## config.mk

```make
export PLATFORM = sky130hd
export DESIGN_NAME = peripheral_gpio_debounce
export DESIGN_NICKNAME = d
export VERILOG_FILES = /design/src/rtl/peripheral_gpio_debounce.sv
export SDC_FILE = /design/constraint.sdc
export NUM_CORES = 1
export LEC_CHECK = 0
export ABC_AREA = 1
export CORE_MARGIN = 3
export CORE_UTILIZATION = 45
export CTS_BUF_LIST = sky130_fd_sc_hd__clkbuf_8
export DETAILED_ROUTE_END_ITERATION = 10
export GPL_ROUTABILITY_DRIVEN = 0
export PLACE_DENSITY = 0.67
export SLEW_MARGIN = 20
export SYNTH_ARGS = -nofsm -noshare
export SYNTH_HDL_FRONTEND = slang
export SYNTH_SLANG_ARGS = --single-unit
```

## constraint.sdc

```tcl
create_clock -name PCLK -period 3.48 [get_ports PCLK]
set_input_delay 0.696 -clock PCLK [delete_from_list [all_inputs] [get_ports PCLK]]
set_output_delay 0.696 -clock PCLK [all_outputs]
set_load 0.005 [all_outputs]
```

## src/rtl/peripheral_gpio_debounce.sv

```systemverilog
`default_nettype none
// ============================================================================
//  Module   : peripheral_gpio_debounce
//  Purpose  : Pad-side input conditioner for peripheral_gpio_apb4.
//             Synchronises raw pad inputs, debounces each bit with a
//             programmable stability counter, and records sticky per-bit
//             rising/falling edge status with a level interrupt.
//  Ports    : PCLK, PRESET     - clock, synchronous active-high reset
//             pad_i            - raw asynchronous pad inputs
//             debounce_limit   - stability threshold L (shared, quasi-static)
//             rise_en, fall_en - per-bit edge status enables
//             status_clr       - write-1-to-clear strobe for status
//             gpio_i           - debounced value (registered)
//             status_o         - sticky edge status
//             irq_o            - OR of all status bits
//  Option   : PERIPHERAL_GPIO_DEBOUNCE_LEVEL_IRQ_EN adds level_en/level_pol
//             inputs; status then also sets while db[i]==level_pol[i].
//  Revision : 1.0 - initial release
// ============================================================================
module peripheral_gpio_debounce #(
    parameter int PDATA_SIZE = 8,
    parameter int SYNC_DEPTH = 3,
    parameter int CNT_SIZE   = 16
) (
    input  logic                  PCLK,
    input  logic                  PRESET,
    input  logic [PDATA_SIZE-1:0] pad_i,
    input  logic [CNT_SIZE-1:0]   debounce_limit,
    input  logic [PDATA_SIZE-1:0] rise_en,
    input  logic [PDATA_SIZE-1:0] fall_en,
    input  logic [PDATA_SIZE-1:0] status_clr,
`ifdef PERIPHERAL_GPIO_DEBOUNCE_LEVEL_IRQ_EN
    input  logic [PDATA_SIZE-1:0] level_en,
    input  logic [PDATA_SIZE-1:0] level_pol,
`endif
    output logic [PDATA_SIZE-1:0] gpio_i,
    output logic [PDATA_SIZE-1:0] status_o,
    output logic                  irq_o
);

    localparam logic [CNT_SIZE-1:0] c_cnt_zero = '0;
    localparam logic [CNT_SIZE-1:0] c_cnt_one  = {{(CNT_SIZE-1){1'b0}}, 1'b1};

    logic [PDATA_SIZE-1:0] r_sync [SYNC_DEPTH];
    logic [PDATA_SIZE-1:0] r_db;
    logic [PDATA_SIZE-1:0] r_db_q;     // db one cycle earlier, for edge detect
    logic [PDATA_SIZE-1:0] r_status;
    logic [PDATA_SIZE-1:0] w_sync;
    logic [PDATA_SIZE-1:0] w_upd;      // bit takes its synchronised value this cycle
    logic [PDATA_SIZE-1:0] w_rise;
    logic [PDATA_SIZE-1:0] w_fall;
    logic [PDATA_SIZE-1:0] w_set;

    // Synchroniser chain: stage 0 captures the pad, last stage feeds debounce.
    always_ff @(posedge PCLK) begin
        if (PRESET) begin
            for (int s = 0; s < SYNC_DEPTH; s++) begin
                r_sync[s] <= '0;
            end
        end else begin
            r_sync[0] <= pad_i;
            for (int s = 1; s < SYNC_DEPTH; s++) begin
                r_sync[s] <= r_sync[s-1];
            end
        end
    end

    assign w_sync = r_sync[SYNC_DEPTH-1];

    // Per-bit stability counter. The counter saturates at L because it only
    // increments while below L, so lowering L mid-count simply lets the >=
    // compare fire on the next cycle.
    for (genvar i = 0; i < PDATA_SIZE; i++) begin : g_bit
        logic [CNT_SIZE-1:0] r_cnt;
        logic                w_mismatch;

        assign w_mismatch = w_sync[i] ^ r_db[i];
        assign w_upd[i]   = w_mismatch && (r_cnt >= debounce_limit);

        always_ff @(posedge PCLK) begin
            if (PRESET) begin
                r_cnt <= c_cnt_zero;
            end else if (!w_mismatch || w_upd[i]) begin
                r_cnt <= c_cnt_zero;
            end else begin
                r_cnt <= r_cnt + c_cnt_one;
            end
        end
    end

    // Edge events are seen the cycle after db changes, so status lands one
    // cycle after gpio_i.
    assign w_rise = r_db & ~r_db_q;
    assign w_fall = ~r_db & r_db_q;

`ifdef PERIPHERAL_GPIO_DEBOUNCE_LEVEL_IRQ_EN
    assign w_set = (w_rise & rise_en) | (w_fall & fall_en) |
                   (level_en & ~(r_db ^ level_pol));
`else
    assign w_set = (w_rise & rise_en) | (w_fall & fall_en);
`endif

    always_ff @(posedge PCLK) begin
        if (PRESET) begin
            r_db     <= '0;
            r_db_q   <= '0;
            r_status <= '0;
        end else begin
            r_db     <= (r_db & ~w_upd) | (w_sync & w_upd);
            r_db_q   <= r_db;
            // Set has priority over a coincident clear.
            r_status <= (r_status & ~status_clr) | w_set;
        end
    end

    assign gpio_i   = r_db;
    assign status_o = r_status;
    assign irq_o    = |r_status;

endmodule
`default_nettype wire

```

Word level (Yosys, flattened, before mapping)
Memory sizes are Yosys's and may differ from the RTL's.
Cells that the tools add are included.
W data, S select, Z words.

word-level totals
  flip-flop bits (word level) = 152
  output and inout bits = 17
  bits of input ports = 50
  RAM bits = 24
  logic and storage cells = 92
  memories kept = 1

cells by class
  muxes and demuxes = 6
  add/subtract/negate cells = 8
  bitwise operators = 25
  reductions and logical operators = 33
  order comparisons = 8

memories
  memory  words  bits a word  rd ports  clocked after memory_dff  write ports  line  text
  r_sync  3      8            3         0                         3            44    logic [PDATA_SIZE-1:0] r_sync [SYNC_DEPTH];

operators by type and width
  operator                 count
  $add A16 B1 Y16 const B  8
  $ge A16 B16 Y1           8
  $and A8 B8 Y8            7
  $not A8 Y8               4
  $mux W8                  3
  $or A8 B8 Y8             3
  $reduce_or A2 Y1         8
  $logic_and A1 B1 Y1      8
  $logic_not A1 Y1         8
  $logic_or A1 B1 Y1       8
  $reduce_or A8 Y1         1
  $xor A1 B1 Y1            8
  $mux W1                  3
  $or A1 B1 Y1             3

Logic depth before layout (Yosys ltp)
Gate-level depths: netlist of run 1.

  depth after elaboration = 5
  depth in mapped cells = 13

Worst setup path after synthesis of run 1
OpenSTA, ideal clock, no wires.

  path type = in2reg
  from = input port debounce_limit[15]
  to = register g_bit[0].r_cnt[14]
  required time = 3,418 ps
  setup time = 62 ps
  arrival = 1,939 ps
  setup slack = 1,479 ps
  cell stages on the path = 8
  path through = inv_1 ha_1 a21oi_1 o21ai_0 nor2_1 nand3_2 buf_4 nor2_2

between the ends
  word-level cells in the longest chain between the ends = 4

ends and longest elaborated chain
  element                     line  text
  from (decl)                 28    input logic [CNT_SIZE-1:0] debounce_limit,
  $ge A16 B16 Y1              78    assign w_upd[i] = w_mismatch && (r_cnt >= debounce_limit);
  $logic_and A1 B1 Y1         78
  $logic_or A1 B1 Y1          83    end else if (!w_mismatch || w_upd[i]) begin
  $reduce_or A2 Y1 (no line)  -
  to (signal assigned)        82    r_cnt <= c_cnt_zero;
  to (signal assigned)        84    r_cnt <= c_cnt_zero;
  to (signal assigned)        86    r_cnt <= r_cnt + c_cnt_one;
  to (decl)                   74    logic [CNT_SIZE-1:0] r_cnt;

No other way between the ends.
A chain may end at the register's enable or synchronous reset.

Worst setup path after layout of run 1
  from = register r_status[6] (netlist: status_o[6])
  to = output port irq_o

between the ends
  word-level cells in the longest chain between the ends = 1

ends and longest elaborated chain
  element                 line  text
  from (decl)             47    logic [PDATA_SIZE-1:0] r_status;
  from (signal assigned)  112   r_status <= (r_status & ~status_clr) | w_set;
  $reduce_or A8 Y1        118   assign irq_o = |r_status;
  to (decl)               38    output logic irq_o

No other way between the ends.

==> results of run 1 <==
[Yosys cell counts, drive strengths merged, types with 11 or more instances]
cell type | instances | area share [%]
nor2 | 240 | 9.5
buf | 11 | 0.92
or2 | 19 | 1.1
xnor2 | 24 | 2.0
a21oi | 112 | 5.5
nand2 | 293 | 11
nand3 | 78 | 4.1
inv | 194 | 6.9
nor3 | 28 | 2.0
o21ai | 26 | 1.3
xor2 | 46 | 3.8
nand4 | 41 | 2.5
dfxtp | 176 | 33
ha | 136 | 16
[sequential cells by signal, summed over array words and instances (netlist names), named ones only]
signal / cells
r_sync: 24
status_o: 8
g_bit.r_cnt: 128
r_db_q: 8
[cells by family (layout without fill, tap and decap cells)]
logic type	count (synthesis)	count (layout)	synth area share, %
adder cells (fa/ha/maj)	136	136	16.1
flip-flops	176	176	33.4
AND/OR/NAND/NOR	700	700	29.7
AO/OA/AOI/OAI	141	141	6.95
XOR/XNOR	70	70	5.81
buffers and inverters	209	296	8.01
[power groups by stage]
stage | clock network [mW] | logic [mW] | registers (mW)
2_1_floorplan | 0 | 0.134 | 2.08
3_3_place_gp | 0 | 0.242 | 2.08
3_5_place_dp | 0 | 0.249 | 2.08
4_1_cts | 1.48 | 0.250 | 2.03
5_1_grt | 1.55 | 0.279 | 2.03
6_report | 1.44 | 0.248 | 2.03
[stage by stage]
stage,cell area [µm²],hold WS (ps),std cells
finish,11900,407,1832
floorplan,10600,388,1432
CTS,11900,407,1832
global placement,11500,391,1800
detailed placement,11500,393,1800
global route,11900,425,1832
[metal layers]
| layer | up-vias | track usage, % | routed length (µm) |
|---|---|---|---|
| li1 | 4750 | - | - |
| met5 | - | 0 | 0 |
| met3 | 19 | 2.91 | 804 |
| met2 | 142 | 33.3 | 11500 |
| met4 | 0 | 4.85 | 296 |
| met1 | 4090 | 26.8 | 12300 |
[layout make-up]
class | instances | area [µm²]
multi-input combinational | 1047 | 6190
inverter | 194 | 733
timing repair buffer | 70 | 686
clock inverter | 15 | 151
clock buffer | 17 | 234
sequential | 176 | 3520
fill | 2249 | 10900
tap | 313 | 392
[worst max path at each step]
stage / depth (start not counted) / from / to
after floorplan: 8 / debounce_limit[15] / g_bit[0].r_cnt[14]$_SDFF_PP0_
after global placement: 10 / debounce_limit[3] / g_bit[5].r_cnt[7]$_SDFF_PP0_
after detailed placement: 8 / debounce_limit[13] / g_bit[5].r_cnt[7]$_SDFF_PP0_
after CTS: 3 / status_o[6]$_SDFF_PP0_ / irq_o
after global routing: 3 / status_o[6]$_SDFF_PP0_ / irq_o
final: 3 / status_o[6]$_SDFF_PP0_ / irq_o
[worst min-delay path, cell delays in order (launching register included)]
cell and delay [ps]:
dfxtp_1 310, inv_1 40, nor2_1 30
==> run summary, run 1 <==
Total internal power: 2.72 mW
First-pass GRT wire length: 41,200 µm
Fin util: 52.1%
Most frequent cells in the layout: 288 x nand2_1, 204 x nor2_1, 185 x inv_1
Cell variety after synth: 33
Setup Crit Path Kind: reg -> out
Mean Syn Cell Area: 7.37 µm²
Commonest non-fill, non-tap cell in the layout: nand2_1
Leakage: 4.91 nW
Sequential Power Share: 54.7%
Mapped cell area: 10,600 µm²
Fin worst setup slack: 780 ps
Synthesis-to-layout area growth: 12.8%
Fin crit period: 2700 ps
Core area: 22,800 µm²
Final Max Slew Viols: 0
Final Net Count: 1,692
Total routed wirelength: 24,900 µm
Die H: 159 µm
CP Buf/Inv Count: 1
Switching Fraction: 26.8%
DR WL/cell: 13.6 µm
Initial DRC count: 508
CP Launch Type: register
Starting Density: 46.2%
Largest delay share family, worst path: simple AND/OR/NAND/NOR gates
Share of cells above drive strength 1: 7.83%
Clock power share: 38.7%
# hold bufs at CTS: 0
F_max: 0.370 GHz
CP Max Fanout: 3
CTS max path bufs: 2
Routed Antenna Nets: 0
Ys flop type: dfxtp_1
Number of antenna violations at the first check in global routing: 0
Pwr Total: 3.72 mW
Hold/Removal Path Class: reg -> reg
Post-Syn Nets: 1,618
Ant diodes: 0
CTS sink cnt: 176
RR Endpoint: g_bit[5].r_cnt[7]$_SDFF_PP0_
Reg-to-Reg Start: g_bit[5].r_cnt[4]$_SDFF_PP0_
Sw Pwr: 0.998 mW
Hold Startpoint: r_sync[0][4]$_SDFF_PP0_
Clk_skew: 19.5 ps
Reg clk slew, reported paths: 100 ps
Ys async rst share: 0%
I/O Pins: 67
Hold violation total from the final report: 0
Row count: 55
Clock latency on the worst-skew pair: 480 ps
DR vias: 9,001
Die W: 159 µm
Grt ovf: 0
Cell count after synthesis: 1,432
CP required: 2780 ps
Hold path depth: 2
Vias per inst: 4.91
DIE AREA: 25,300 µm²
CP Capture Type: output pin
Total GRT Usage: 19.8%
Register bit total from synthesis: 176
Worst path cell trace: nor3_1 -> nand3_1 -> clkdlybuf4s50_1
Final HPWL from detailed placement: 18,400 µm
Vias in the first global route: 8,370
PwrDens: 312 nW/µm²
Critical path arrival: 2000 ps
Maxcap violations: 0
Yosys warnings: 0
Slew headroom: 58.5%
CTS buffer count: 17
Seq/Total Area, Yosys: 33.4%
DRC viols: 0
Hold EP: r_sync[0][12]$_SDFF_PP0_
Logic pwr share: 6.7%
Worst-margin pin slew: 621 ps
Pre-antenna DRT Iters: 5
Pre-CTS setup slack: 380 ps
Final setup fails: 0
Number of flops mapped to enable cells by yosys: 0
H-tree Lvls: 4
Worst path max stage delay: 480 ps
Slowest CP cell: nor3_1
Largest net degree at the start of global routing: 41
Setup bufs post-CTS: 0
Tcrit/Tclk final: 77.6%
Cells on worst reg2reg path: 10
Status: completed
Unrepaired setup endpoints after global routing: no
Post_cts resized: 0
Setup TNS Final: 0 ps
R2R setup slack: 1530 ps
CTS tree: yes
IO Port Bufs: 66
Peak VDD IR: 0.000205 V
Root Driver: clkbuf_8
(Power assumes the default switching activity.)
==> run 2: changes to the inputs <==
--- a/config.mk
+++ b/config.mk
@@ -11,7 +11,7 @@
 export CTS_BUF_LIST = sky130_fd_sc_hd__clkbuf_8
 export DETAILED_ROUTE_END_ITERATION = 10
 export GPL_ROUTABILITY_DRIVEN = 0
-export PLACE_DENSITY = 0.67
+export PLACE_DENSITY = 0.7
 export SLEW_MARGIN = 20
 export SYNTH_ARGS = -nofsm -noshare
 export SYNTH_HDL_FRONTEND = slang
==> constraint.sdc (replaced) <==
create_clock -name PCLK -period 2.2 [get_ports PCLK]
set_input_delay 0.44 -clock PCLK [delete_from_list [all_inputs] [get_ports PCLK]]
set_output_delay 0.44 -clock PCLK [all_outputs]
set_load 0.005 [all_outputs]
==> run summary, run 2 (synthesized netlist as in run 1, its figures left out) <==
RR Endpoint: g_bit[0].r_cnt[11]$_SDFF_PP0_
CP Launch Type: register
CP Capture Type: output pin
CTS buffer count: 17 (unchanged)
Unrepaired setup endpoints after global routing: no
Reg clk slew, reported paths: 120 ps (+20 ps)
Grt ovf: 0 (unchanged)
CP required: 1760 ps (-1020 ps)
Synthesis-to-layout area growth: 18.3%
Met3 GRT Util: 2.86% (-0.052 points)
Leakage: 5.22 nW (+6.1%)
Final setup fails: 0 (unchanged)
R2R setup slack: 480 ps (-1050 ps)
Peak VDD IR: 0.000323 V (+57%)
Filler Cell Count: 2,174 (-3.3%)
CP startpoint: status_o[1]$_SDFF_PP0_
Clock latency on the worst-skew pair: 480 ps (about the same)
Hold violation total from the final report: 0 (unchanged)
Share of cells above drive strength 1: 10.4% (+2.6 points)
Largest net degree at the start of global routing: 41 (unchanged)
Worst-margin pin slew: 468 ps (-153 ps)
Row count: 55 (unchanged)
PwrDens: 478 nW/µm² (+53%)
DRC viols: 0 (unchanged)
IO Port Bufs: 66 (unchanged)
Initial DRC count: 564 (+11%)
Fin crit period: 2050 ps
CTS max path bufs: 2 (unchanged)
Pre-antenna DRT Iters: 5 (unchanged)
Ant diodes: 0 (unchanged)
Critical path arrival: 1610 ps (-390 ps)
Total GRT Usage: 20.0% (+0.27 points)
Most frequent cells in the layout: 288 x nand2_1, 204 x nor2_1, 185 x inv_1
Setup Crit Path Kind: reg -> out
GR met2 Demand/Resource: 34.3% (+1.0 points)
H-tree Lvls: 4 (unchanged)
Vias in the first global route: 8,677 (+3.7%)
Hold/Removal Path Class: in -> reg
Fin worst setup slack: 150 ps (-631 ps)
Final Net Count: 1,735 (+2.5%)
Reg-to-Reg Start: g_bit[0].r_cnt[11]$_SDFF_PP0_
Pre-CTS setup slack: -262 ps (-642 ps)
Maxcap violations: 0 (unchanged)
CTS sink cnt: 176 (unchanged)
Final HPWL from detailed placement: 19,200 µm (+4.4%)
First-pass GRT wire length: 41,600 µm (+1.0%)
Tcrit/Tclk final: 93.2%
Core area: 22,800 µm² (unchanged)
Die H: 159 µm (unchanged)
I/O Pins: 67 (unchanged)
CTS tree: yes
Largest register by flop count: g_bit.r_cnt
Hold Startpoint: PRESET
CP Max Fanout: 2 (-1)
Number of antenna violations at the first check in global routing: 0 (unchanged)
Total routed wirelength: 25,200 µm (+1.3%)
F_max: 0.488 GHz
DR WL/cell: 13.4 µm (-1.0%)
DR vias: 9,234 (+2.6%)
Routed Antenna Nets: 0 (unchanged)
Cells on worst reg2reg path: 7 (-3)
Fin util: 54.6% (+2.5 points)
Commonest non-fill, non-tap cell in the layout: nand2_1
Final Max Slew Viols: 0 (unchanged)
Max reg flops: 128 (unchanged)
Root Driver: clkbuf_8
Hold path depth: 4 (+2)
DIE AREA: 25,300 µm² (unchanged)
Slew headroom: 68.8% (+10 points)
Met1 usage: 25.7% (-1.1 points)
Starting Density: 46.2% (unchanged)
Status: completed
Busiest layer in global routing: met2
Clk_skew: 17.6 ps (-1.82 ps)
Vias per inst: 4.92 (+0.24%)
Biggest regs: g_bit.r_cnt: 128 flops, r_sync: 24 flops
Die W: 159 µm (unchanged)
run 2: cell count changes in the layout (fill, tap and decap cells not counted):
cell,previous run,this run
bufinv_16,1,0
clkinv_8,1,3
dlygate4sd2_1,0,1
dfxtp_4,0,1
clkinv_4,1,4
clkdlybuf4s50_1,65,64
dfxtp_1,176,175
clkinv_2,4,0
inv_6,5,4
clkinvlp_4,1,0
buf_12,0,19
inv_8,3,5
buf_4,4,28
run 2: cell type report:
class / instances / area (µm²) / area share (%)
Clock buffer: 17 / 234 / 1.87
Clock inverter: 15 / 166 / 1.33
Inverter: 194 / 733 / 5.87
Multi-Input combinational cell: 1047 / 6190 / 49.6
Sequential cell: 176 / 3530 / 28.3
Tap cell: 313 / 392 / 3.14
Timing Repair Buffer: 113 / 1240 / 9.97
run 2: timing repair:
item	in CTS	in global routing
resized for setup	3	0
setup buffers	0	0
hold buffers	0	0
setup endpoints to repair	1	0
run 2: per-stage QoR:
| step | instances | instance area (µm²) | total power [mW] | hold slack, ps | setup TNS [ps] |
|---|---|---|---|---|---|
| after detailed placement | 1843 | 12100 | 3.76 | 394 | -29150 |
| after CTS | 1875 | 12500 | 6.04 | 291 | 0 |
| after floorplan | 1432 | 10600 | 3.50 | 388 | 0 |
| after global routing | 1875 | 12500 | 6.20 | 323 | 0 |
| after global placement | 1843 | 12100 | 3.74 | 390 | -22920 |
| final | 1875 | 12500 | 5.97 | 324 | 0 |
run 2: where the power goes:
| part | switching, mW | leakage (nW) | internal, mW | total, mW |
|---|---|---|---|---|
| sequential | 0.0108 | 1.42 | 3.20 | 3.21 |
| clock | 1.43 | 0.203 | 0.864 | 2.29 |
| combinational | 0.244 | 3.59 | 0.221 | 0.465 |
run 2: critical path: stages (launching register included):
cell	delay, ps
dfxtp_1	440
buf_4	170
clkdlybuf4s50_1	520
run 2: worst max path at each step:
stage                                          endpoint  slack, ps  cells past startpoint
after floorplan           g_bit[0].r_cnt[14]$_SDFF_PP0_        450                      8
after global placement     g_bit[4].r_cnt[3]$_SDFF_PP0_       -210                     13
after detailed placement   g_bit[6].r_cnt[3]$_SDFF_PP0_       -260                     13
after CTS                                   status_o[1]        110                      2
after global routing      g_bit[3].r_cnt[11]$_SDFF_PP0_         70                     13
final                                       status_o[1]        150                      2
run 2: metal layers:
metal | routed length, µm | part of all wire [%]
met1 | 11800 | 47
met2 | 11800 | 47
met3 | 845 | 3.4
met4 | 749 | 3.0
met5 | 0 | 0
==> run 3: changes to the inputs <==
--- a/config.mk
+++ b/config.mk
@@ -11,7 +11,7 @@
 export CTS_BUF_LIST = sky130_fd_sc_hd__clkbuf_8
 export DETAILED_ROUTE_END_ITERATION = 10
 export GPL_ROUTABILITY_DRIVEN = 0
-export PLACE_DENSITY = 0.7
+export PLACE_DENSITY = 0.67
 export SLEW_MARGIN = 20
 export SYNTH_ARGS = -nofsm -noshare
 export SYNTH_HDL_FRONTEND = slang
==> constraint.sdc (replaced) <==
create_clock -name PCLK -period 2.1 [get_ports PCLK]
set_input_delay 0.42 -clock PCLK [delete_from_list [all_inputs] [get_ports PCLK]]
set_output_delay 0.42 -clock PCLK [all_outputs]
set_load 0.005 [all_outputs]
==> run summary, run 3 (synthesized netlist as in run 1, its figures left out) <==
I/O Pins: 67 (unchanged)
Post-route cell area: 12,600 µm² (+1.1%)
Grt ovf: 0 (unchanged)
Reg-to-Reg Start: g_bit[3].r_cnt[4]$_SDFF_PP0_
RR Endpoint: g_bit[3].r_cnt[11]$_SDFF_PP0_
CP Launch Type: register
# hold bufs at CTS: 0 (unchanged)
Clock latency on the worst-skew pair: 480 ps (about the same)
Hold/Removal Path Class: in -> reg
DRC viols: 0 (unchanged)
DR WL/cell: 13.5 µm (+0.13%)
Routed Antenna Nets: 0 (unchanged)
Cells on worst reg2reg path: 11 (+4)
CTS max path bufs: 2 (unchanged)
CP Capture Type: output pin
Slowest CP cell: clkdlybuf4s50_1
R2R setup slack: 400 ps (-80 ps)
Synthesis-to-layout area growth: 19.6%
Total routed wirelength: 25,300 µm (+0.24%)
Max reg flops: 128 (unchanged)
Die W: 159 µm (unchanged)
Slew headroom: 71.3% (+2.5 points)
F_max: 0.492 GHz
PwrDens: 526 nW/µm² (+9.9%)
Largest register by flop count: g_bit.r_cnt
Final Max Slew Viols: 0 (unchanged)
Maxcap violations: 0 (unchanged)
Share of cells above drive strength 1: 11.0% (+0.56 points)
DIE AREA: 25,300 µm² (unchanged)
Largest net degree at the start of global routing: 41 (unchanged)
Critical path arrival: 1610 ps (about the same)
Starting Density: 46.2% (unchanged)
Die H: 159 µm (unchanged)
Leakage: 5.26 nW (+0.82%)
Biggest regs: g_bit.r_cnt: 128 flops, r_sync: 24 flops
Fin crit period: 2030 ps
DR vias: 9,152 (-0.89%)
Hold path depth: 4 (unchanged)
Most frequent cells in the layout: 288 x nand2_1, 203 x nor2_1, 183 x inv_1
Area after DPL: 12,100 µm² (about the same)
Worst-margin pin slew: 427 ps (-40.8 ps)
Filler Cell Count: 2,198 (+1.1%)
Initial DRC count: 543 (-3.7%)
WP depth: 2 (unchanged)
Number of antenna violations at the first check in global routing: 0 (unchanged)
Core area: 22,800 µm² (unchanged)
Tcrit/Tclk final: 96.9%
Clk_skew: 13.5 ps (-4.11 ps)
Row count: 55 (unchanged)
Worst path max stage delay: 550 ps (+30 ps)
Pre-antenna DRT Iters: 4 (-1)
H-tree Lvls: 4 (unchanged)
Vias in the first global route: 8,755 (+0.90%)
IO Port Bufs: 66 (unchanged)
Root Driver: clkbuf_8
CP required: 1680 ps (-80 ps)
Commonest non-fill, non-tap cell in the layout: nand2_1
Largest delay share family, worst path: buffers and inverters
Worst path cell trace: buf_4 -> clkdlybuf4s50_1
CP Buf/Inv Count: 2 (unchanged)
Total GRT Usage: 20.1% (+0.099 points)
CTS buffer count: 17 (unchanged)
CTS sink cnt: 176 (unchanged)
Status: completed
Hold Startpoint: PRESET
Hold violation total from the final report: 0 (unchanged)
CP Max Fanout: 2 (unchanged)
Final setup fails: 0 (unchanged)
Reg clk slew, reported paths: 110 ps (about the same)
Peak VDD IR: 0.000362 V (+12%)
Pwr Total: 6.63 mW (+11%)
CTS tree: yes
Ant diodes: 0 (unchanged)
Vias per inst: 4.88 (-0.99%)
Final Net Count: 1,737 (+0.12%)
First-pass GRT wire length: 41,800 µm (+0.60%)
Setup Crit Path Kind: reg -> out
Final HPWL from detailed placement: 19,000 µm (-1.1%)
-- run 3: final cells by class --
| type | instances | area, µm² | area share, % |
|---|---|---|---|
| clock inverter | 14 | 218 | 1.72 |
| sequential | 176 | 3530 | 27.9 |
| clock buffer | 18 | 248 | 1.96 |
| inverter | 194 | 741 | 5.87 |
| tap | 313 | 392 | 3.10 |
| multi-input combinational | 1047 | 6220 | 49.3 |
| timing repair buffer | 115 | 1270 | 10.1 |
-- run 3: worst min-delay path: stages --
cell and delay (ps):
buf_2 120, inv_6 90, nand2_1 80, nor2_1 30
-- run 3: timing repair --
item	in CTS	in global routing
cloned	0	0
pin swaps	1	1
resized for setup	3	7
endpoints found under the setup margin	2	10
buffers inserted	0	3
-- run 3: per-stage QoR --
| step | hold slack, ps | util, % | TNS (ps) | worst slack (ps) | std cells |
|---|---|---|---|---|---|
| floorplan | 388 | - | 0 | 375 | 1432 |
| global placement | 390 | 52.8 | -35750 | -337 | 1842 |
| detailed placement | 392 | 52.8 | -40080 | -364 | 1842 |
| CTS | 267 | 54.9 | 0 | 19.0 | 1874 |
| global route | 292 | 55.2 | -1.83 | -1.83 | 1877 |
| finish | 300 | 55.2 | 0 | 66.1 | 1877 |
-- run 3: worst max-delay path by stage --
| stage | startpoint | end |
|---|---|---|
| 2_1_floorplan | debounce_limit[15] | g_bit[0].r_cnt[14]$_SDFF_PP0_ |
| 3_3_place_gp | debounce_limit[15] | g_bit[1].r_cnt[10]$_SDFF_PP0_ |
| 3_5_place_dp | debounce_limit[15] | g_bit[4].r_cnt[5]$_SDFF_PP0_ |
| 4_1_cts | status_o[5]$_SDFF_PP0_ | irq_o |
| 5_1_grt | debounce_limit[3] | g_bit[3].r_cnt[5]$_SDFF_PP0_ |
| 6_report | status_o[6]$_SDFF_PP0_ | status_o[6] |
-- run 3: per-layer routing --
layer | routed length, µm | vias to the layer above | GRT usage [%]
met5 | 0 | - | 0
met1 | 11900 | 4152 | 26.3
met4 | 476 | 0 | 6.33
met2 | 11900 | 122 | 34.1
met3 | 1060 | 25 | 3.41
li1 | - | 4853 | -
-- run 3: power breakdown --
| group | switching, mW | internal [mW] | total [mW] |
|---|---|---|---|
| registers | 0.0109 | 3.36 | 3.37 |
| logic | 0.255 | 0.238 | 0.493 |
| clock network | 1.39 | 1.38 | 2.77 |
| total | 1.66 | 4.97 | 6.63 |
==> RTL change (config.mk and constraints of run 3) <==
Register the input `debounce_limit` before use, cleared by the reset. The logic sees it one clock later. The other inputs are not delayed to match.
--- a/src/rtl/peripheral_gpio_debounce.sv
+++ b/src/rtl/peripheral_gpio_debounce.sv
@@ -43,2 +43,12 @@
 
+    logic [CNT_SIZE-1:0] debounce_limit_q;
+
+    always_ff @(posedge PCLK) begin
+        if (PRESET) begin
+            debounce_limit_q <= '0;
+        end else begin
+            debounce_limit_q <= debounce_limit;
+        end
+    end
+
     logic [PDATA_SIZE-1:0] r_sync [SYNC_DEPTH];
@@ -77,3 +87,3 @@
         assign w_mismatch = w_sync[i] ^ r_db[i];
-        assign w_upd[i]   = w_mismatch && (r_cnt >= debounce_limit);
+        assign w_upd[i]   = w_mismatch && (r_cnt >= debounce_limit_q);
 
Check against the original RTL: not equivalent (a bounded check fails within 10 cycles, from zero or initial values and one cycle with PRESET high).
==> RTL change against run 3 <==
Worst setup slack better by 0.089 ns. Power is 3.5% higher. Routed wire length is 1.4% lower. Cell area is 2.7% higher. Sequential cell count is 16 higher. Global-route usage is 0.64 points lower. Synthesized cell count is 5.2% higher. Die area is 4.3% higher. Clock skew is 0.0035 ns higher. Area after synthesis is 4.4% higher. Sequential share of layout area is 1.7 points higher.
==> RTL change: results (changes against run 3) <==
status=completed; routed wl met2=11,600 um (-2.4%); Worst Reg-to-Reg Cells=9 (-2); biggest regs=g_bit.r_cnt (128), r_sync (24), debounce_limit_q (16); P_sw=0.00177 W (+6.4%); Final #Nets=1,804 (+3.9%); flop2flop setup slack=0.25 ns (-0.15 ns); met2 usage=0.331 (-0.00990); Starting DRT DRC Count=472 (-13%); layout filler cell count=2,254 (+2.5%); synthesized net count=1,692 (+4.6%); Clock group=0.00249 W (-10%); post-route worst setup slack=0.155 ns (+0.0891 ns); worst-margin pin slew=0.625 ns (+0.198 ns); Comb power=0.000666 W (+35%); Final Skew=0.0171 ns (+0.00352 ns); seq pwr=0.00371 W (+10%); top cells by area, synth=dfxtp_1 (35%), ha_1 (15%), nand2_1 (10%), nor2_1 (8.2%), inv_1 (7.4%); CP max FO=3 (+1); sequential-to-total area share from yosys stat=0.349 (+0.0148); DR WL/cell=12.8 um (-5.1%); Met1 Wirelength=12,000 um (+1.3%); worst r2r src=debounce_limit_q[15]$_SDFF_PP0_; largest net degree at the start of global routing=57 (+39%); hold slack=0.403 ns (+0.103 ns); Post-Place Worst Slack=0.171 ns (+0.535 ns); crit path to=irq_o
[RTL change: cell count changes after synthesis, moves of 3 or more]
cell            run 3  this run
nor2_2             34        12
nand4_1            40        33
dfxtp_1           176       192
nand2_1           288       308
buf_2               3         0
a21oi_2             4         1
inv_1             185       217
nor2_1            204       242
[RTL change: area by class of cell]
type	count	area (um^2)	area share
tap	319	399	0.0308
inverter	224	841	0.0649
clock inverter	14	156	0.0121
sequential	192	3840	0.297
timing repair buffer	108	1240	0.0958
multi-input combinational	1075	6230	0.481
clock buffer	18	248	0.0191
[RTL change: kinds of logic (layout without fill, tap and decap cells)]
logic type      Yosys count  after routing  share of synthesized area
xor+xnor                 69             69                     0.0548
flops                   192            192                      0.349
simple gates            729            729                      0.290
fa+ha+maj               136            136                      0.154
compound gates          141            141                     0.0647
buf+inv                 239            364                     0.0872
[RTL change: worst max-delay path, stage by stage (launching register included)]
cell	delay, ns
dfxtp_1	0.35
nor4_2	0.28
buf_4	0.16
nand3_1	0.12
clkbuf_2	0.16
